<file path="config.mk">
export PLATFORM = sky130hd
export DESIGN_NAME = vmem_leak_engine
export DESIGN_NICKNAME = d
export VERILOG_FILES = /design/src/rtl/vmem_leak_engine.sv
export SDC_FILE = /design/constraint.sdc
export NUM_CORES = 1
export LEC_CHECK = 0
export BUFFER_PORTS_ARGS = -buffer_cell sky130_fd_sc_hd__buf_4
export CORE_ASPECT_RATIO = 0.75
export CORE_MARGIN = 5
export CORE_UTILIZATION = 50
export DETAILED_ROUTE_END_ITERATION = 10
export GPL_ROUTABILITY_DRIVEN = 0
export GPL_TIMING_DRIVEN = 0
export HOLD_SLACK_MARGIN = 0.03
export PLACE_DENSITY_LB_ADDON = 0.05
export SETUP_SLACK_MARGIN = 0.05
export SKIP_CTS_REPAIR_TIMING = 1
export SYNTH_ARGS = -nofsm -noshare
export SYNTH_HDL_FRONTEND = slang
export SYNTH_SLANG_ARGS = --single-unit
</file>
<file path="constraint.sdc">
create_clock -name Clock -period 11.1 [get_ports Clock]
set_input_delay 2.22 -clock Clock [delete_from_list [all_inputs] [get_ports Clock]]
set_output_delay 2.22 -clock Clock [all_outputs]
set_load 0.01 [all_outputs]
</file>
<file path="src/rtl/vmem_leak_engine.sv">
// rtl/vmem_leak_engine.sv - membrane leak update VmemOut = Vmem + (Vrest-Vmem)*DeltaT/Taumem
// Optional feature macro VMEM_SATURATE_EN: V1 and the final add saturate instead of wrapping.
module vmem_leak_engine #(
  parameter int INTEGER_WIDTH   = 16,
  parameter int DATA_WIDTH_FRAC = 32,
  parameter int DATA_WIDTH      = INTEGER_WIDTH + DATA_WIDTH_FRAC,
  parameter int DELTAT_WIDTH    = 4,
  parameter int NEURON_ID_WIDTH = 8
) (
  input  logic                       Clock,
  input  logic                       Reset,
  input  logic                       InValid,
  output logic                       InReady,
  input  logic [INTEGER_WIDTH-1:0]   Vrest,
  input  logic [DATA_WIDTH-1:0]      Vmem,
  input  logic [DELTAT_WIDTH-1:0]    DeltaT,
  input  logic [INTEGER_WIDTH-1:0]   Taumem,
  input  logic [NEURON_ID_WIDTH-1:0] NeuronIDIn,
  output logic                       OutValid,
  input  logic                       OutReady,
  output logic [DATA_WIDTH-1:0]      VmemOut,
  output logic [NEURON_ID_WIDTH-1:0] NeuronIDOut,
  output logic                       ErrDivZero
);

  localparam int IW        = INTEGER_WIDTH;
  localparam int FW        = DATA_WIDTH_FRAC;
  localparam int DW        = DATA_WIDTH;
  localparam int DIV_WIDTH = DATA_WIDTH + DATA_WIDTH_FRAC;
  localparam int CNT_WIDTH = $clog2(DIV_WIDTH + 1);

  typedef enum logic [2:0] {IDLE, MULT, DIV, ADD, DONE} state_t;

  state_t                     state_q, state_d;
  logic [IW-1:0]              vrest_q, vrest_d;
  logic [DW-1:0]              vmem_q, vmem_d;
  logic [DELTAT_WIDTH-1:0]    deltat_q, deltat_d;
  logic [IW-1:0]              taumem_q, taumem_d;
  logic [NEURON_ID_WIDTH-1:0] nid_q, nid_d;
  logic [DIV_WIDTH-1:0]       rem_q, rem_d;
  logic [DIV_WIDTH-1:0]       quo_q, quo_d;
  logic [DIV_WIDTH-1:0]       divisor_q, divisor_d;
  logic                       q_neg_q, q_neg_d;
  logic [CNT_WIDTH-1:0]       cnt_q, cnt_d;
  logic                       in_ready_q, in_ready_d;
  logic                       out_valid_q, out_valid_d;
  logic [DW-1:0]              vmem_out_q, vmem_out_d;
  logic [NEURON_ID_WIDTH-1:0] nid_out_q, nid_out_d;
  logic                       err_q, err_d;

  logic [DW-1:0]                     v1;
  logic signed [DW+DELTAT_WIDTH-1:0] prod;
  logic [DW-1:0]                     mult_res;
  logic [DW-1:0]                     mult_mag;
  logic [IW-1:0]                     tau_mag;
  logic [DIV_WIDTH-1:0]              dividend;
  logic [DIV_WIDTH-1:0]              divisor;
  logic [DIV_WIDTH:0]                shifted;
  logic [DIV_WIDTH:0]                diff;
  logic                              ge;
  logic [DW-1:0]                     q_low;
  logic [DW-1:0]                     q_signed;
  logic [DW-1:0]                     sum;
  logic                              tau_zero;

`ifdef VMEM_SATURATE_EN
  localparam logic [DW-1:0] SMAX = {1'b0, {(DW-1){1'b1}}};
  localparam logic [DW-1:0] SMIN = {1'b1, {(DW-1){1'b0}}};

  function automatic logic [DW-1:0] saturate(input logic [DW:0] x);
    if (x[DW] != x[DW-1]) return x[DW] ? SMIN : SMAX;
    return x[DW-1:0];
  endfunction

  logic [DW:0] v1_wide;
  logic [DW:0] sum_wide;
  assign v1_wide  = {vrest_q[IW-1], vrest_q, {FW{1'b0}}} - {vmem_q[DW-1], vmem_q};
  assign v1       = saturate(v1_wide);
  assign sum_wide = {vmem_q[DW-1], vmem_q} + {q_signed[DW-1], q_signed};
  assign sum      = saturate(sum_wide);
`else
  assign v1  = {vrest_q, {FW{1'b0}}} - vmem_q;
  assign sum = vmem_q + q_signed;
`endif

  // DeltaT sits at the top fraction bits, so V1*DeltaT>>>DELTAT_WIDTH equals the
  // truncated middle slice of the full fixed-point product.
  assign prod     = $signed(v1) * $signed({1'b0, deltat_q});
  assign mult_res = DW'(prod >>> DELTAT_WIDTH);
  assign mult_mag = mult_res[DW-1] ? -mult_res : mult_res;
  assign tau_mag  = taumem_q[IW-1] ? -taumem_q : taumem_q;
  assign tau_zero = (taumem_q == '0);
  assign dividend = {mult_mag, {FW{1'b0}}};
  assign divisor  = DIV_WIDTH'({tau_mag, {FW{1'b0}}});

  // Restoring step: the remainder never exceeds the divisor, so one extra bit suffices.
  assign shifted  = {rem_q, quo_q[DIV_WIDTH-1]};
  assign diff     = shifted - {1'b0, divisor_q};
  assign ge       = (shifted >= {1'b0, divisor_q});

  assign q_low    = quo_q[DW-1:0];
  assign q_signed = q_neg_q ? -q_low : q_low;

  always_comb begin
    state_d     = state_q;
    vrest_d     = vrest_q;
    vmem_d      = vmem_q;
    deltat_d    = deltat_q;
    taumem_d    = taumem_q;
    nid_d       = nid_q;
    rem_d       = rem_q;
    quo_d       = quo_q;
    divisor_d   = divisor_q;
    q_neg_d     = q_neg_q;
    cnt_d       = cnt_q;
    in_ready_d  = in_ready_q;
    out_valid_d = out_valid_q;
    vmem_out_d  = vmem_out_q;
    nid_out_d   = nid_out_q;
    err_d       = err_q;
    case (state_q)
      IDLE: begin
        if (InValid && in_ready_q) begin
          vrest_d    = Vrest;
          vmem_d     = Vmem;
          deltat_d   = DeltaT;
          taumem_d   = Taumem;
          nid_d      = NeuronIDIn;
          in_ready_d = 1'b0;
          state_d    = MULT;
        end
      end
      MULT: begin
        rem_d     = '0;
        cnt_d     = '0;
        divisor_d = divisor;
        if (tau_zero) begin
          quo_d   = '0;
          q_neg_d = 1'b0;
          state_d = ADD;
        end else begin
          quo_d   = dividend;
          q_neg_d = mult_res[DW-1] ^ taumem_q[IW-1];
          state_d = DIV;
        end
      end
      DIV: begin
        rem_d = ge ? DIV_WIDTH'(diff) : DIV_WIDTH'(shifted);
        quo_d = {quo_q[DIV_WIDTH-2:0], ge};
        cnt_d = cnt_q + 1'b1;
        if (cnt_q == CNT_WIDTH'(DIV_WIDTH - 1)) state_d = ADD;
      end
      ADD: begin
        vmem_out_d  = sum;
        nid_out_d   = nid_q;
        err_d       = tau_zero;
        out_valid_d = 1'b1;
        state_d     = DONE;
      end
      DONE: begin
        if (OutReady) begin
          out_valid_d = 1'b0;
          in_ready_d  = 1'b1;
          state_d     = IDLE;
        end
      end
      default: begin
        out_valid_d = 1'b0;
        in_ready_d  = 1'b1;
        state_d     = IDLE;
      end
    endcase
  end

  always_ff @(posedge Clock) begin
    if (Reset) begin
      state_q     <= IDLE;
      vrest_q     <= '0;
      vmem_q      <= '0;
      deltat_q    <= '0;
      taumem_q    <= '0;
      nid_q       <= '0;
      rem_q       <= '0;
      quo_q       <= '0;
      divisor_q   <= '0;
      q_neg_q     <= 1'b0;
      cnt_q       <= '0;
      in_ready_q  <= 1'b1;
      out_valid_q <= 1'b0;
      vmem_out_q  <= '0;
      nid_out_q   <= '0;
      err_q       <= 1'b0;
    end else begin
      state_q     <= state_d;
      vrest_q     <= vrest_d;
      vmem_q      <= vmem_d;
      deltat_q    <= deltat_d;
      taumem_q    <= taumem_d;
      nid_q       <= nid_d;
      rem_q       <= rem_d;
      quo_q       <= quo_d;
      divisor_q   <= divisor_d;
      q_neg_q     <= q_neg_d;
      cnt_q       <= cnt_d;
      in_ready_q  <= in_ready_d;
      out_valid_q <= out_valid_d;
      vmem_out_q  <= vmem_out_d;
      nid_out_q   <= nid_out_d;
      err_q       <= err_d;
    end
  end

  assign InReady     = in_ready_q;
  assign OutValid    = out_valid_q;
  assign VmemOut     = vmem_out_q;
  assign NeuronIDOut = nid_out_q;
  assign ErrDivZero  = err_q;

endmodule

</file>
# ---- After elaboration in Yosys (flattened, before gate mapping)
# Cells that the tools add are included.
dict set report op_classes {
  muxes 19
  magnitude_cmp 1
  reduce_logical 10
  addsub 7
  mul 1
  eq_ne 8
  bitwise 3
}
# cell n
set ops {}
lappend ops {{$pmux 80 s2} 2}
lappend ops {{$mux 80} 2}
lappend ops {{$mux 48} 2}
lappend ops {{$neg 48->48} 2}
lappend ops {{$ge 81x48->1} 1}
lappend ops {{$sub 80x48->80} 1}
lappend ops {{$mul 48x5->52} 1}
lappend ops {{$add 48x48->48} 1}
lappend ops {{$sub 48x48->48} 1}
lappend ops {{$logic_not 16->1} 1}
lappend ops {{$mux 16} 1}
lappend ops {{$neg 16->16} 1}
lappend ops {{$pmux 3 s5} 1}
lappend ops {{$pmux 7 s2} 1}
lappend ops {{$mux 3} 3}
lappend ops {{$add 7x1->7 const B} 1}
lappend ops {{$eq 7x7->1 const B} 1}
lappend ops {{$eq 3x2->1 const B} 2}
lappend ops {{$ne 2x2->1 const B} 3}
lappend ops {{$pmux 1 s3} 2}
lappend ops {{$reduce_and 3->1} 2}
lappend ops {{$reduce_or 3->1} 2}
lappend ops {{$mux 1} 5}
lappend ops {{$reduce_and 2->1} 2}
lappend ops {{7 further kinds} 8}
dict set report word_totals {
  reg_bits 338
  out_inout_bits 59
  wordCells 65
}

# ---- Logic depth before layout (Yosys ltp)
# Gate-level depths: netlist (run 1).
dict set report depth {
  word_depth 6
  mapped_depth 32
  depth_no_buf 30
}

# ---- Worst setup path before layout (run 1)
# No wires, ideal clock.
dict set report synth_timing {
  kind {flip-flop to flip-flop}
  from {register vmem_q[3]}
  to {register quo_q[79]}
  required_time_ns 11.030
  path_slack_ns 3.428
  t_arrival_ns 7.602
  path_stages_with_launch 27
  cell_sequence {dfxtp_1 clkbuf_1 or4_1 or4_1 clkbuf_1 or3_1 nor4_1 nor2_1 and2_1 ha_1 fa_1 inv_1 fa_1 inv_1 ha_1 clkbuf_1 nand2_1 or3_1 or3_1 a211o_1 nand2_1 a311oi_1 or4_1 nor4_2 inv_1 or4_1 a21oi_1}
}
dict set report synth_via {
  elab_chain_cells 6
}
# item line_no
set synth_lines {}
lappend synth_lines {{start: declaration} 36} ;# logic [DW-1:0] vmem_q, vmem_d;
lappend synth_lines {{start signal: assignment} 196} ;# vmem_q <= vmem_d;
lappend synth_lines {{$sub 48x48->48 *} 82} ;# assign v1 = {vrest_q, {FW{1'b0}}} - vmem_q;
lappend synth_lines {{$mul 48x5->52 *} 88} ;# assign prod = $signed(v1) * $signed({1'b0, deltat_q});
lappend synth_lines {{$neg 48->48} 90} ;# assign mult_mag = mult_res[DW-1] ? -mult_res : mult_res;
lappend synth_lines {{$mux 48 *} 90}
lappend synth_lines {{$mux 80 *} 137} ;# if (tau_zero) begin
lappend synth_lines {{$pmux 80 s2 *} 121} ;# case (state_q)
lappend synth_lines {{end signal: assignment} 201} ;# quo_q <= quo_d;
lappend synth_lines {{end: declaration} 41} ;# logic [DIV_WIDTH-1:0] quo_q, quo_d;
# Every way passes the cells marked *; elsewhere a longest branch is shown, timed or not.
# A chain may end at the register's enable or synchronous reset.

# ---- Final worst setup path (run 1)
dict set report layout_timing {
  from {register vmem_q[3]}
  to {register quo_q[66]}
}
# The elaborated chain is that of the path after synthesis.

==> results.json, run 1 <==
{
  "status": "finished, final reports clean",
  "syn-num-nets": 3911,
  "hold_viol": 0,
  "track_usage_pct": 29.83,
  "syn_avg_cell_area_um2": 7.683,
  "drive_gt1_share_pct": 6.844,
  "n_antenna_cell": 0,
  "fin_setup_tns_ps": 0,
  "max_freq_mhz": 109.6,
  "firstDrtPassIters": 8,
  "worst_slew_pin_slew_ps": 1325,
  "regArea_um2": 6766,
  "clock_path_buffers": 3,
  "synth_cell_types": 81,
  "vias": 26607,
  "worstSkewPairLatency_ps": 560,
  "worstHoldPathType": "flop to flop",
  "numCtsBuffers": 36,
  "critPathLaunchType": "flop",
  "syn_inst": 3536,
  "slew_headroom_pct": 11.46,
  "initial_core_util_pct": 50.16,
  "cts-root-buf": "clkbuf_16",
  "critPathCaptureType": "flop",
  "period_share_pct": 82.21,
  "routed_wl_um": 91810,
  "drtIter0Drc": 3062,
  "cts.sinks": 338,
  "multi_input_area_um2": 18700,
  "worst_path_largest_cell_delay_ps": 590,
  "ys_warn_count": 0,
  "drc": 0,
  "h-tree-depth": 2,
  "placed_cell_area_um2": 29220,
  "syn2layout_area_growth_pct": 11.92,
  "max-vdd-ir-drop_mv": 0.3735,
  "syn_area_um2": 27170,
  "path_max_fanout": 10,
  "clock_skew_ps": 10.91,
  "grt_first_pass_wirelength_um": 141300,
  "grt_pass1_vias": 24809,
  "fp.dieH_um": 211.9,
  "ioPinCount": 155,
  "via_per_inst": 5.943,
  "wl_per_cell_um": 20.51,
  "fill_cells": 5204,
  "cts_tree": "yes",
  "crit_type": "flop to flop",
  "dp.final_hpwl_um": 74790,
  "fin_ws_ps": 1974,
  "grt-ovfl-total": 0,
  "pre_cts_slack_ps": 2147,
  "cp.required_ps": 11520,
  "port_buffers": 153,
  "fin_area_um2": 30410,
  "grt_max_degree": 15,
  "final-max-slew-violation-count": 0,
  "rows": 74,
  "rsz0062_at_grt": "false",
  "die-area_um2": 59150,
  "synth_seq_area_share_pct": 24.91,
  "postSynth.asyncResetShare_pct": 0,
  "die_x_um": 279.2,
  "period_needed_ps": 9126,
  "arrival_ps": 9540,
  "synth_seq_cells": 338,
  "clk_pin_slew_ps": 60,
  "p_leak_nw": 13.20,
  "cpMaxStageDelayCell": "a221oi_1",
  "final_nets": 4102,
  "synth-edff-count": 0,
  "power_density_nw_per_um2": 335.9,
  "antenna_left": 0,
  "max-cap-violations": 0,
  "antenna_found_initial": 0,
  "synthFlopType": "dfxtp_1",
  "setup_violations": 0,
  "core_um2": 54160
}
==> routing by layer <==
| layer | up-vias | part of all wire [%] | global-route usage [%] |
|---|---|---|---|
| met5 | - | 0 | 0 |
| met3 | 93 | 9.2 | 5.854 |
| li1 | 12655 | - | - |
| met4 | 0 | 1.7 | 5.608 |
| met1 | 12755 | 48 | 45.83 |
| met2 | 1104 | 41 | 43.64 |
==> Yosys cell counts (6+ instances only) <==
| master | n | area, um^2 |
|---|---|---|
| nand2b_1 | 21 | 131.4 |
| nor2_1 | 263 | 987.2 |
| nand3b_1 | 13 | 97.59 |
| o21a_1 | 20 | 150.1 |
| mux2i_1 | 21 | 210.2 |
| and4_1 | 13 | 113.9 |
| a21o_1 | 82 | 615.6 |
| a221oi_1 | 6 | 52.55 |
| o2111ai_1 | 6 | 52.55 |
| o211ai_1 | 18 | 135.1 |
| xor2_1 | 81 | 709.4 |
| o22ai_1 | 42 | 262.8 |
| o21bai_1 | 15 | 112.6 |
| nor2b_1 | 32 | 200.2 |
| nand4b_1 | 6 | 52.55 |
| nor4b_1 | 7 | 61.31 |
| clkbuf_1 | 160 | 600.6 |
| nor4_1 | 34 | 212.7 |
| a22oi_1 | 115 | 863.3 |
| and2_1 | 153 | 957.2 |
| o41ai_1 | 14 | 122.6 |
| nand2_1 | 498 | 1869 |
| a211o_1 | 9 | 78.83 |
| nand4_1 | 28 | 175.2 |
| o31ai_1 | 26 | 195.2 |
| fa_1 | 97 | 1942 |
| dfxtp_1 | 338 | 6766 |
| ha_1 | 182 | 2277 |
| nor3b_1 | 8 | 60.06 |
| buf_1 | 15 | 56.30 |
| nor3_1 | 63 | 315.3 |
| xnor2_1 | 164 | 1436 |
| inv_1 | 266 | 998.5 |
| or2_2 | 11 | 68.82 |
| a211oi_1 | 43 | 322.8 |
| a21boi_0 | 7 | 52.55 |
| nand3_1 | 47 | 235.2 |
| o21ai_0 | 138 | 690.7 |
| or3_1 | 30 | 187.7 |
| or4_1 | 30 | 225.2 |
| and3_1 | 20 | 125.1 |
| a21oi_1 | 285 | 1426 |
| a31oi_1 | 23 | 143.9 |
| o31a_1 | 6 | 52.55 |
==> cell families after synthesis <==
| logic type | share of synthesized area (%) |
|---|---|
| XOR/XNOR | 7.898 |
| AND/OR/NAND/NOR | 23.30 |
| buffers and inverters | 6.277 |
| AO/OA/AOI/OAI | 21.15 |
| multiplexers | 0.9395 |
| adder cells (fa/ha/maj) | 15.53 |
| flip-flops | 24.91 |
==> path summary, 6_finish.rpt <==
kind | startpoint | to | slack (ps) | cells after the start
worst min-delay path | VmemOut[23] | VmemOut[23] | 460 | 2
worst max-delay path | vmem_q[3] | quo_q[66] | 1970 | 31
worst max register to register | vmem_q[3] | quo_q[66] | 1970 | 31
worst min register to register | VmemOut[23] | VmemOut[23] | 460 | 2
==> critical path, delay by kind of cell (launching register included) <==
kind	cells	cell delay (ps)
AO/OA/AOI/OAI	12	2810
XOR/XNOR	2	620
adder cells (fa/ha/maj)	4	1630
buffers and inverters	6	1250
flip-flops	1	360
AND/OR/NAND/NOR	7	2330
==> cell type report <==
type	count	area share, %
clock buffer	51	3.345
timing repair buffer	153	3.777
tap	722	2.971
sequential	338	22.25
buffer	182	2.325
clock inverter	15	0.5596
inverter	266	3.284
multi-input combinational	2750	61.49
==> flip-flops by register name (all words and copies together) (netlist names), 3 cells and up <==
| signal | cells |
|---|---|
| vmem_q | 48 |
| state_q | 3 |
| divisor_q | 16 |
| cnt_q | 7 |
| nid_q | 8 |
| VmemOut | 48 |
| vrest_q | 16 |
| quo_q | 80 |
| rem_q | 80 |
| deltat_q | 4 |
| NeuronIDOut | 8 |
| taumem_q | 16 |
==> stage by stage <==
stage          utilization (%)  power [mW]  hold WS, ps  instances
6_report                 56.14       10.21        455.5       4477
5_1_grt                  56.14       11.02        471.3       4477
4_1_cts                  56.14       10.08        456.5       4477
3_5_place_dp             53.95       8.789        448.1       4411
3_3_place_gp             53.95       8.656        435.7       4411
2_1_floorplan                -       6.926        425.7       3536
==> cell usage in the layout, fill, tap and decap left out, types with 14 or more instances in the layout <==
cell type	Yosys	routed
a211oi_1	43	43
a21o_1	82	82
a21oi_1	285	285
a22oi_1	115	115
a31oi_1	23	23
and2_1	153	153
and3_1	20	20
buf_1	15	15
buf_4	1	154
clkbuf_1	160	169
clkbuf_16	0	36
dfxtp_1	338	338
fa_1	97	97
ha_1	182	182
inv_1	266	266
mux2i_1	21	21
nand2_1	498	498
nand2b_1	21	21
nand3_1	47	47
nand4_1	28	28
nor2_1	263	263
nor2b_1	32	32
nor3_1	63	63
nor4_1	34	34
o211ai_1	18	18
o21a_1	20	20
o21ai_0	138	138
o21bai_1	15	15
o22ai_1	42	42
o31ai_1	26	26
o41ai_1	14	14
or3_1	30	30
or4_1	30	30
xnor2_1	164	164
xor2_1	81	81
==> where the power goes <==
| part | switching, mW | leakage [nW] | internal [mW] |
|---|---|---|---|
| sequential | 0.272 | 2.74 | 1.46 |
| combinational | 4.58 | 9.88 | 2.67 |
| clock | 0.543 | 0.576 | 0.697 |
No activity file was read; power rests on OpenSTA's default activity.
==> inputs of run 2 (changes only) <==
- ABC_AREA: not set -> 1
- clock period: 11.1 -> 8.75 ns (I/O delays scaled with it)
==> results.json, run 2 <==
{
  "worst_slew_pin_slew_ps": 1330,
  "antenna_found_initial": 5,
  "whs_endpoint": "nid_q[0]",
  "cp_num_buf_inv": 6,
  "ys_top_cells_by_area": "dfxtp_1, nand2_1, inv_1",
  "period_needed_ps": 7566,
  "firstDrtPassIters": 6,
  "postSynth.asyncResetShare_pct": 0,
  "slew_headroom_pct": 10.66,
  "numCtsBuffers": 38,
  "track_usage_pct": 31.47,
  "cts-root-buf": "clkbuf_16",
  "path_max_fanout": 5,
  "antenna_left": 0,
  "period_share_pct": 86.46,
  "routed_wl_um": 110300,
  "reg_top3": "quo_q x80, rem_q x80",
  "grt_pass1_vias": 29193,
  "status": "finished, final reports clean",
  "fin_setup_tns_ps": 0,
  "max-cap-violations": 0,
  "syn_inst": 4996,
  "rows": 79,
  "vias": 32451,
  "mostFrequentLayoutCell": "nand2_1",
  "final_cell_mix": "nand2_1, inv_1, nor2_1",
  "grt-ovfl-total": 0,
  "port_buffers": 153,
  "crit_top_cell": "nand2_1",
  "reg2reg_from": "vmem_q[0]",
  "cpMaxStageDelayCell": "fa_1",
  "die-area_um2": 67300,
  "critPathLaunchType": "flop",
  "setup_violations": 0,
  "drc": 0,
  "reg2reg_slack_ps": 1180,
  "critical_path.reg2reg.endpoint": "quo_q[75]",
  "syn_avg_cell_area_um2": 6.221,
  "syn2layout_area_growth_pct": 11.33,
  "worstHoldPathType": "flop to flop",
  "yosysMostFrequentCell": "nand2_1",
  "ys_warn_count": 0,
  "clock_skew_ps": 16.80,
  "arrival_ps": 8070,
  "synth_seq_area_share_pct": 21.77,
  "max_freq_mhz": 132.2,
  "dp.final_hpwl_um": 91940,
  "grt_max_degree": 15,
  "r2r_cells": 39,
  "whs_path_depth": 2,
  "grt_first_pass_wirelength_um": 166800,
  "synth_seq_cells": 338,
  "final-max-slew-violation-count": 0,
  "cts.sinks": 338,
  "drtIter0Drc": 3152,
  "crit_family": "simple AND/OR/NAND/NOR gates",
  "final_nets": 5564,
  "die_x_um": 297.9,
  "cts_tree": "yes",
  "clk_pin_slew_ps": 60,
  "fp.dieH_um": 225.9,
  "worst_path_largest_cell_delay_ps": 550,
  "worstSkewPairLatency_ps": 580,
  "wl_per_cell_um": 18.29,
  "syn_area_um2": 31080,
  "cp.required_ps": 9250,
  "synthFlopType": "dfxtp_1",
  "clock_path_buffers": 3,
  "synth_top_area_share_pct": 21.77,
  "drive_gt1_share_pct": 7.629,
  "critPathCaptureType": "flop",
  "yosys.area.top_type": "dfxtp_1",
  "core_um2": 61780,
  "rsz0062_at_grt": "false",
  "hold_viol": 0,
  "syn-num-nets": 5371,
  "synth_common_cells": "nand2_1, inv_1, nor2_1, a21oi_1, dfxtp_1",
  "hold_start": "nid_q[0]",
  "ioPinCount": 155,
  "synth-edff-count": 0,
  "via_per_inst": 5.379,
  "h-tree-depth": 2,
  "synth_cell_types": 69,
  "initial_core_util_pct": 50.31,
  "crit_type": "flop to flop"
}
## run 2: tightest hold or removal path: stages (launching register included)
cell and delay [ps]:
dfxtp_1 300, inv_1 60, a21oi_1 50
## run 2: logic make-up (layout without fill, tap and decap cells)
group	Yosys count	count (layout)	share of synthesized area [%]
adder cells (fa/ha/maj)	279	279	13.57
XOR/XNOR	152	152	4.332
buffers and inverters	1056	1277	12.93
other	0	6	0
flip-flops	338	338	21.77
AO/OA/AOI/OAI	883	883	15.45
AND/OR/NAND/NOR	2288	2288	31.94
## run 2: area by class of cell
class / instances / area (um^2)
well taps: 810 / 1013
clock inverters: 22 / 302.8
clock buffers: 46 / 1042
plain buffers: 149 / 614.3
flip-flops and latches: 338 / 6766
repair buffers: 153 / 1149
inverters: 907 / 3405
fillers: 6238 / 27180
diodes: 6 / 15.01
multi-input cells: 3602 / 20290
## run 2: how the worst max path moves through the flow
stage | start | end | slack [ps] | cells past startpoint
floorplan | vmem_q[1] | quo_q[45] | 2990 | 41
global placement | vmem_q[0] | quo_q[75] | 1420 | 38
detailed placement | vmem_q[0] | quo_q[75] | 1420 | 39
CTS | vmem_q[0] | quo_q[75] | 1380 | 39
global route | vmem_q[0] | quo_q[75] | 670 | 39
finish | vmem_q[0] | quo_q[75] | 1180 | 39
## run 2: layer usage
| layer | wire, um | track usage [%] | vias to the layer above |
|---|---|---|---|
| met4 | 3254 | 8.920 | 2 |
| met2 | 43200 | 44.45 | 1337 |
| li1 | - | - | 16261 |
| met3 | 13080 | 10.38 | 166 |
| met1 | 50800 | 45.74 | 14685 |
| met5 | 10 | 0 | - |
## run 2: per-stage QoR
stage               instances  hold slack [ps]  setup slack [ps]  util, %  cell area (um^2)
floorplan                4996            429.7              2989        -             31080
global placement         5959            443.5              1416    53.81             33240
detailed placement       5959            448.2              1417    53.81             33240
CTS                      6027            457.4              1381    55.99             34590
global route             6029            483.6             668.1    55.99             34590
finish                   6033            454.8              1184    56.01             34600
Power of run 2 is left out: the tool's default activity adds up to more than one toggle a clock period on the data nets, which glitch-free logic cannot reach.
